--- config.mk ---
export PLATFORM = sky130hd
export DESIGN_NAME = multiplexor_io_reg
export DESIGN_NICKNAME = d
export VERILOG_FILES = /design/src/rtl/multiplexor_io_reg.sv
export SDC_FILE = /design/constraint.sdc
export NUM_CORES = 1
export LEC_CHECK = 0
export ABC_AREA = 1
export CAP_MARGIN = 20
export CORE_MARGIN = 2
export CORE_UTILIZATION = 45
export CTS_CLUSTER_SIZE = 28
export DETAILED_ROUTE_END_ITERATION = 16
export GPL_TIMING_DRIVEN = 0
export PLACE_DENSITY = 0.75
export SLEW_MARGIN = 30
export SYNTH_ARGS = -nofsm -noshare
export SYNTH_HDL_FRONTEND = slang
export SYNTH_SLANG_ARGS = --single-unit
--- constraint.sdc ---
create_clock -name clk -period 2.8 [get_ports clk]
set_clock_uncertainty 0.2 [all_clocks]
set_input_delay 0.56 -clock clk [delete_from_list [all_inputs] [get_ports clk]]
set_output_delay 0.56 -clock clk [all_outputs]
set_load 0.02 [all_outputs]
--- src/rtl/multiplexor_io_reg.sv ---
// rtl/multiplexor_io_reg.sv - registered R-channel input capture with 1-cycle selected read
//
// Ports:
//   clk        system clock, rising edge
//   rst_n      asynchronous active-low reset
//   datain     R*T packed channel data, channel 0 in the LSBs
//   in_we      per-channel capture strobe
//   rd_en      read request
//   selection  channel index for the read
//   dataout    registered read data (holds between reads)
//   rd_valid   pulse: dataout updated by a read
//   fresh      bit k set when channel k captured since its last read
//   sel_err    pulse: read selected a channel index >= R
module multiplexor_io_reg #(
  parameter int R = 2,
  parameter int T = 8,
  parameter int N = 1
) (
  input  logic           clk,
  input  logic           rst_n,
  input  logic [R*T-1:0] datain,
  input  logic [R-1:0]   in_we,
  input  logic           rd_en,
  input  logic [N-1:0]   selection,
  output logic [T-1:0]   dataout,
  output logic           rd_valid,
  output logic [R-1:0]   fresh,
  output logic           sel_err
);

  // R expressed one bit wider than selection so the range test is exact
  // even when 2^N == R.
  localparam logic [N:0] RMAX = (N+1)'(R);

  logic [T-1:0] hold_q [R];
  logic [T-1:0] hold_d [R];
  logic [R-1:0] fresh_q, fresh_d;
  logic [T-1:0] dataout_q, dataout_d;
  logic         rd_valid_q, rd_valid_d;
  logic         sel_err_q, sel_err_d;

  logic         sel_in_range;
  logic [T-1:0] sel_data;

  assign sel_in_range = ({1'b0, selection} < RMAX);

  // Selected channel with write-through: a same-cycle capture is what the
  // reader sees.
  always_comb begin
    sel_data = '0;
    for (int k = 0; k < R; k++) begin
      if (selection == N'(k)) begin
        sel_data = in_we[k] ? datain[k*T +: T] : hold_q[k];
      end
    end
  end

  always_comb begin
    hold_d     = hold_q;
    fresh_d    = fresh_q;
    dataout_d  = dataout_q;
    rd_valid_d = 1'b0;
    sel_err_d  = 1'b0;

    for (int k = 0; k < R; k++) begin
      if (in_we[k]) begin
        hold_d[k]  = datain[k*T +: T];
        fresh_d[k] = 1'b1;
      end
    end

    if (rd_en) begin
      rd_valid_d = 1'b1;
      if (sel_in_range) begin
        dataout_d = sel_data;
        // Applied after the capture loop so a read clears the bit even when
        // the same channel captures this cycle.
        for (int k = 0; k < R; k++) begin
          if (selection == N'(k)) begin
            fresh_d[k] = 1'b0;
          end
        end
      end else begin
        dataout_d = '0;
        sel_err_d = 1'b1;
      end
    end
  end

  always_ff @(posedge clk or negedge rst_n) begin
    if (!rst_n) begin
      for (int k = 0; k < R; k++) begin
        hold_q[k] <= '0;
      end
      fresh_q    <= '0;
      dataout_q  <= '0;
      rd_valid_q <= 1'b0;
      sel_err_q  <= 1'b0;
    end else begin
      for (int k = 0; k < R; k++) begin
        hold_q[k] <= hold_d[k];
      end
      fresh_q    <= fresh_d;
      dataout_q  <= dataout_d;
      rd_valid_q <= rd_valid_d;
      sel_err_q  <= sel_err_d;
    end
  end

  assign dataout  = dataout_q;
  assign rd_valid = rd_valid_q;
  assign fresh    = fresh_q;
  assign sel_err  = sel_err_q;

endmodule

==> results of run 1 <==
==> registers in the layout, summed over array words and instances (netlist names) <==
name and cells:
hold_q 16, dataout 8, fresh 2, rd_valid 1
==> metal layers <==
layer,wire length [um],vias up
met4,0,0
li1,-,438
met5,0,-
met1,974,391
met2,1020,26
met3,138,0
==> through the flow <==
step	total power [W]	cells
6_report	0.000805	186
3_5_place_dp	0.000655	182
2_1_floorplan	0.000567	121
4_1_cts	0.000814	186
3_3_place_gp	0.000650	182
5_1_grt	0.000853	186
==> cell type report <==
| cell class | instances | area, um2 |
|---|---|---|
| timing repair buffer | 30 | 295 |
| fill | 250 | 1080 |
| buffer | 3 | 30.0 |
| clock buffer | 3 | 22.5 |
| inverter | 4 | 40.0 |
| multi-input combinational | 87 | 527 |
| clock inverter | 1 | 5.00 |
| sequential | 27 | 676 |
| tap | 31 | 38.8 |
==> logic make-up (layout without fill, tap and decap cells) <==
group                  count (synthesis)  after routing  synth area share
DFF                                   27             27             0.531
other                                  1              1           0.00295
and+or+nand+nor                       86             86             0.411
buffers and inverters                  7             41            0.0551
==> report_power, final <==
part	leakage, nW	total [W]	switching, W	internal (W)
sequential	0.329	0.000450	0.0000219	0.000428
combinational	0.471	0.000193	0.000100	0.0000926
clock	0.0177	0.000162	0.000109	0.0000533
total	0.818	0.000805	0.000231	0.000574
==> placed cells by master (no fill, tap or decap), drive strengths merged <==
master / count
clkbuf: 3
clkdlybuf4s50: 29
dfrtp: 27
nand2: 73
conb: 1
nand3: 8
nor2: 5
clkinv: 1
inv: 4
buf: 4
==> how the worst max path moves through the flow <==
stage,startpoint,endpoint,slack (ns)
floorplan,in_we[1],dataout[5],1.52
global placement,rst_n,hold_q[8],0.64
detailed placement,rd_en,dataout[1],0.93
CTS,dataout[7],dataout[7],0.71
global route,dataout[7],dataout[7],0.66
finish,dataout[7],dataout[7],0.73
==> metrics.csv, run 1 <==
metric,value,unit
outcome,"finished, final reports clean",
CTS max path bufs,2,
Worst Path Max Fanout,2,
Final nets,178,
Vert. Die Dim,57.2,um
final worst setup slack,0.727,ns
dominant cells by area after synthesis,"dfrtp_1, nand2_2, nand2_1, nand2_4, nand3_2",
Post-synth top cells,"nand2_1, nand2_2, dfrtp_1",
CP top delay family,buffers and inverters,
FF-to-FF Start,hold_q[1],
Critical R2R Capture,dataout[1],
GRT overflow,0,
Max IR drop VDD,372,uV
Gate Count Post-Synth,121,
row count,19,
CTS Buf Count,3,
WP data arrival,1.31,ns
area grow syn2layout,28.4,%
CP max stage cell,clkdlybuf4s50_1,
DRT Pass-1 Iters,4,
Die Area,0.00327,mm2
final setup fails,0,
remaining antenna violation count,0,
CP startpoint kind,flip-flop,
Core ar.,0.00271,mm2
Avg WL per Cell,11.5,um
global routing usage on met3,0.0317,
WP data required,2.04,ns
"Clk Latency, worst-skew pair",0.31,ns
met2 Use GR,0.222,
Routed WL,2130,um
TritonCTS clock tree,built,
RSZ-0062 raised after global routing,no,
Buf/Inv on CP,1,
"count leader, synth",nand2_1,
largest area contributor in the netlist,dfrtp_1,
Slew @ Worst Pin,0.572,ns
FF-to-FF setup slack,1.83,ns
synth unique cells,14,
first-pass GRT wire length,3710,um
asr flop ratio synth,1.00,
CP peak stage delay,0.61,ns
leakage power,0.818,nW
sequential fraction of the synthesis area,0.531,
global routing usage on met1,0.208,
vias in the first global route,824,
"Cell Chain, Critical Path",clkdlybuf4s50_1,
DRC errors left,0,
Tot GR Track Use,0.141,
post-DR vias/cell,4.60,
post-cts hold buffer count,0,
hold slack final,0.0136,ns
final worst-path cycle share,0.740,
Worst Hold Class,in -> async,
cell area after synthesis,0.00127,mm2
WP depth,1,
slew margin rel.,0.619,
R2R cell count,4,
syn nets,143,
pin count of the biggest net entering global routing,28,
syn_area_per_cell,10.5,um2
Ports,34,
post-CTS sizing,0,
Post-CTS Setup Repair Bufs,0,
share of cells above drive strength 1,0.387,
Setup TNS,0,ns
antenna violations before repair,0,
Final GP Congestion,0.724,
Buffers on Ports,30,
final core occ,0.603,
Final Critical Period,2.07,ns
Worst-path clk slew,0.15,ns
root buffer cell,clkbuf_4,
detailed-placement wirelength estimate,1750,um
post-synthesis sequential element count,27,
Final Hold Vio Count,0,
PD cells,493,mW/mm2
FMAX,482,MHz
dpl cell area,0.00161,mm2
endpoint class of the critical path,output port,
busiest layer in global routing,met2,
Post-synth EDFFs,0,
Initial Utilization,0.470,
"final std cell area, no fill",0.00163,mm2
H-tree levels,1,
"Slew Viols, Final",0,
Ant. Diodes,0,
DR vias,855,
prevailing post-synth register cell,dfrtp_1,
Die Wd,57.2,um
crit path kind,reg -> out,
Synth Warn #,0,
Maximum Capacitance Violations,0,
CTS Sinks,27,
Yosys top cell area share,0.531,
worst slack at placement,0.929,ns
violation count after the first detailed-route iteration,15,
(Power assumes the default switching activity.)
==> run 2: changes to the inputs <==
--- a/config.mk
+++ b/config.mk
@@ -8,11 +8,11 @@
 export ABC_AREA = 1
 export CAP_MARGIN = 20
 export CORE_MARGIN = 2
-export CORE_UTILIZATION = 45
+export CORE_UTILIZATION = 42
 export CTS_CLUSTER_SIZE = 28
 export DETAILED_ROUTE_END_ITERATION = 16
 export GPL_TIMING_DRIVEN = 0
-export PLACE_DENSITY = 0.75
+export PLACE_DENSITY = 0.74
 export SLEW_MARGIN = 30
 export SYNTH_ARGS = -nofsm -noshare
 export SYNTH_HDL_FRONTEND = slang
==> constraint.sdc (replaced) <==
create_clock -name clk -period 1.8 [get_ports clk]
set_clock_uncertainty 0.2 [all_clocks]
set_input_delay 0.36 -clock clk [delete_from_list [all_inputs] [get_ports clk]]
set_output_delay 0.36 -clock clk [all_outputs]
set_load 0.02 [all_outputs]
==> metrics.csv, run 2 (synthesis gave the netlist of run 1 again) <==
metric,value,unit
DR vias,854,
DRC errors left,0,
R2R cell count,4,
FF-to-FF setup slack,0.84,ns
Buffers on Ports,30,
crit path kind,reg -> out,
CTS max path bufs,2,
row count,19,
Vert. Die Dim,59.0,um
Seq pwr share,0.563,
FF-to-FF Start,hold_q[8],
final worst-path cycle share,0.905,
Maximum Capacitance Violations,0,
Worst-path clk slew,0.14,ns
CTS Buf Count,3,
Multi-input gate area,527,um2
Tot GR Track Use,0.135,
remaining antenna violation count,0,
Hold Path Cell Cnt,3,
final setup fails,0,
violation count after the first detailed-route iteration,21,
endpoint class of the critical path,output port,
Avg WL per Cell,11.7,um
area grow syn2layout,28.0,%
CP startpoint kind,flip-flop,
"commonest non-fill, non-tap cells in the layout","nand2_1, nand2_2, dfrtp_1",
Seq. cell area,676,um2
Ant. Diodes,0,
Final nets,179,
Routed WL,2180,um
detailed-placement wirelength estimate,1700,um
post-DR vias/cell,4.57,
antenna violations before repair,0,
Min-Delay Startpoint,in_we[0],
crit path from,dataout[1],
slew margin rel.,0.609,
Worst Hold Class,in -> reg,
WP data required,1.24,ns
Top reg by flops,hold_q,
CP peak stage delay,0.42,ns
RSZ-0062 raised after global routing,no,
pin count of the biggest net entering global routing,28,
"Cell Chain, Critical Path",dlygate4sd2_1,
share of cells above drive strength 1,0.378,
Filler cells,255,
Final Critical Period,1.63,ns
Initial Utilization,0.450,
"most common cell after layout, fill and taps aside",nand2_1,
"Slew Viols, Final",0,
CTS Sinks,27,
hold slack final,0.114,ns
Ports,34,
Worst Path Max Fanout,2,
Buf/Inv on CP,1,
dpl cell area,0.00161,mm2
root buffer cell,clkbuf_4,
Core ar.,0.00283,mm2
Final GP Congestion,0.668,
leakage power,0.844,nW
TritonCTS clock tree,built,
WP data arrival,1.07,ns
DRT Pass-1 Iters,4,
Die Area,0.00349,mm2
WHS Endpoint,hold_q[11],
outcome,"finished, final reports clean",
Critical R2R Capture,dataout[0],
Final Hold Vio Count,0,
PD cells,761,mW/mm2
Post-CTS Setup Repair Bufs,0,
Logic pwr share,0.227,
"Clk Latency, worst-skew pair",0.31,ns
switch share,0.292,
H-tree levels,1,
max FFs per register,16,
Slew @ Worst Pin,0.586,ns
FMAX,614,MHz
"final std cell area, no fill",0.00163,mm2
CP top delay family,flip-flops,
Die Wd,59.0,um
Internal Pwr Total,0.000878,W
CP max stage cell,dfrtp_1,
switching pwr,0.000363,W
Clock power frac,0.209,
first-pass GRT wire length,3620,um
GRT overflow,0,
Max IR drop VDD,386,uV
vias in the first global route,841,
-- run 2: changes by cell type in the layout (fill, tap and decap cells not counted), sizes merged --
| cell | delta |
|---|---|
| clkdlybuf4s50 | -11 |
| dlygate4sd2 | +11 |
| clkbuf | +1 |
| clkinv | -1 |
| dlygate4sd3 | +1 |
-- run 2: worst min-delay path: stages --
cell	delay, ns
buf_6	0.12
nand2_1	0.07
nand2_2	0.06
-- run 2: power by group through the flow --
stage          Sequential (W)  Clock (W)  Combinational, W
6_report             0.000699   0.000260          0.000282
5_1_grt              0.000706   0.000299          0.000308
4_1_cts              0.000700   0.000268          0.000288
3_5_place_dp         0.000713          0          0.000305
3_3_place_gp         0.000711          0          0.000301
2_1_floorplan        0.000746          0          0.000137
-- run 2: layout make-up --
cell class,instances,area share
flip-flops and latches,27,0.415
multi-input cells,87,0.323
repair buffers,31,0.179
inverters,4,0.0246
well taps,31,0.0238
plain buffers,3,0.0184
clock buffers,4,0.0161
-- run 2: worst max-delay path by stage --
stage / slack, ns / endpoint / depth (start not counted)
floorplan: 0.72 / dataout[5] / 6
global placement: -0.17 / hold_q[13] / 1
detailed placement: 0.13 / dataout[0] / 5
CTS: 0.17 / dataout[1] / 1
global route: 0.12 / dataout[1] / 1
finish: 0.17 / dataout[1] / 1
-- run 2: per-layer routing --
layer | wire length, um | global-route usage | vias up
li1 | - | - | 440
met1 | 1060 | 0.204 | 377
met2 | 966 | 0.206 | 33
met3 | 147 | 0.0175 | 4
met4 | 9 | 0.0390 | 0
met5 | 0 | 0 | -
-- run 2: per-stage QoR --
stage	power (W)	setup slack (ns)	util	setup TNS, ns	instances
floorplan	0.000882	0.724	-	0	121
global placement	0.00101	-0.172	0.570	-4.64	182
detailed placement	0.00102	0.134	0.568	0	182
CTS	0.00126	0.166	0.576	0	187
global route	0.00131	0.120	0.576	0	187
finish	0.00124	0.171	0.576	0	187
-- run 2: timing repair --
item / CTS / global route
endpoints found under the setup margin: 11 / 0
hold endpoints to repair: 27 / 0
hold buffers: 1 / 0
gates resized for setup: 11 / 0
==> run 3: changes to the inputs <==
--- a/config.mk
+++ b/config.mk
@@ -11,7 +11,7 @@
 export CORE_UTILIZATION = 42
 export CTS_CLUSTER_SIZE = 28
 export DETAILED_ROUTE_END_ITERATION = 16
-export GPL_TIMING_DRIVEN = 0
+export GPL_TIMING_DRIVEN = 1
 export PLACE_DENSITY = 0.74
 export SLEW_MARGIN = 30
 export SYNTH_ARGS = -nofsm -noshare
==> metrics.csv, run 3 (synthesis gave the netlist of run 1 again) <==
metric,value,unit
outcome,"finished, final reports clean",
Final nets,180,
DR vias,870,
CTS Buf Count,3,
Ant. Diodes,0,
post-cts hold buffer count,0,
crit path kind,reg -> out,
FMAX,613,MHz
final worst-path cycle share,0.907,
Filler cells,243,
post-CTS sizing,11,
root buffer cell,clkbuf_4,
Worst Hold Class,in -> async,
Ports,34,
worst slack at placement,0.154,ns
CP max stage cell,dfrtp_1,
first-pass GRT wire length,3920,um
Die Wd,59.0,um
remaining antenna violation count,0,
max FFs per register,16,
Seq. cell area,676,um2
Max IR drop VDD,384,uV
final worst setup slack,0.168,ns
Final Hold Vio Count,0,
RSZ-0062 raised after global routing,no,
FF-to-FF setup slack,0.83,ns
Die Area,0.00349,mm2
H-tree levels,1,
CP startpoint kind,flip-flop,
Worst-path clk slew,0.15,ns
row count,19,
Core ar.,0.00283,mm2
Pwr Total,0.00125,W
Final Critical Period,1.63,ns
"Clk Latency, worst-skew pair",0.32,ns
CP top delay family,flip-flops,
pin count of the biggest net entering global routing,28,
PD cells,755,mW/mm2
CTS Sinks,27,
CTS max path bufs,2,
vias in the first global route,885,
Post-CTS Setup Repair Bufs,0,
Maximum Capacitance Violations,0,
detailed-placement wirelength estimate,1750,um
post-DR vias/cell,4.63,
R2R cell count,4,
antenna violations before repair,0,
Buf/Inv on CP,1,
Routed WL,2160,um
Multi-input gate area,527,um2
Tot GR Track Use,0.146,
"Slew Viols, Final",0,
violation count after the first detailed-route iteration,9,
Top reg by flops,hold_q,
FF-to-FF Start,hold_q[9],
"Cell Chain, Critical Path",dlygate4sd2_1,
CP peak stage delay,0.42,ns
TritonCTS clock tree,built,
DRT Pass-1 Iters,4,
Final GP Congestion,0.781,
leakage power,0.848,nW
final setup fails,0,
WP data required,1.24,ns
share of cells above drive strength 1,0.376,
DRC errors left,0,
WP data arrival,1.07,ns
Worst Path Max Fanout,2,
"most common cell after layout, fill and taps aside",nand2_1,
Avg WL per Cell,11.5,um
Initial Utilization,0.450,
Setup TNS,0,ns
Buffers on Ports,32,
final core occ,0.584,
Vert. Die Dim,59.0,um
area grow syn2layout,29.9,%
GRT overflow,0,
Critical R2R Capture,dataout[1],
endpoint class of the critical path,output port,
"commonest non-fill, non-tap cells in the layout","nand2_1, nand2_2, dfrtp_1",
-- run 3: changes by cell type in the layout (fill, tap and decap cells not counted), sizes merged --
cell and delta:
clkinvlp +1, buf -1, dlygate4sd3 -1, clkdlybuf4s50 +3, clkbuf -1
-- run 3: layout make-up --
class,instances,area share
inverters,4,0.0242
multi-input cells,87,0.319
well taps,31,0.0235
clock inverters,1,0.00454
repair buffers,35,0.207
clock buffers,3,0.0136
flip-flops and latches,27,0.409
-- run 3: power breakdown --
| part | internal, W | switching [W] |
|---|---|---|
| Clock | 0.0000849 | 0.000175 |
| Sequential | 0.000666 | 0.0000352 |
| Combinational | 0.000130 | 0.000157 |
| Total | 0.000881 | 0.000367 |
-- run 3: how the worst max path moves through the flow --
stage	from	endpoint	slack, ns	cells past startpoint
after global routing	dataout[3]	dataout[3]	0.13	1
after floorplan	in_we[1]	dataout[5]	0.72	6
final	dataout[6]	dataout[6]	0.17	1
after detailed placement	in_we[0]	dataout[0]	0.15	7
after CTS	dataout[1]	dataout[1]	0.15	1
after global placement	in_we[0]	dataout[5]	0.16	7
-- run 3: layer usage --
| metal | part of all wire | GRT usage | vias to the layer above | routed length (um) |
|---|---|---|---|---|
| met2 | 0.46 | 0.241 | 29 | 994 |
| met3 | 0.059 | 0.0240 | 2 | 127 |
| met5 | 0 | 0 | - | 0 |
| met1 | 0.47 | 0.200 | 397 | 1020 |
| met4 | 0.0083 | 0.0390 | 0 | 18 |
| li1 | - | - | 442 | - |
-- run 3: metrics by stage --
stage | std cells | cell area, um2 | hold slack (ns)
after floorplan | 121 | 1270 | -0.136
after global placement | 184 | 1640 | 0.260
after detailed placement | 184 | 1640 | 0.263
after CTS | 188 | 1650 | 0.176
after global routing | 188 | 1650 | 0.190
final | 188 | 1650 | 0.170
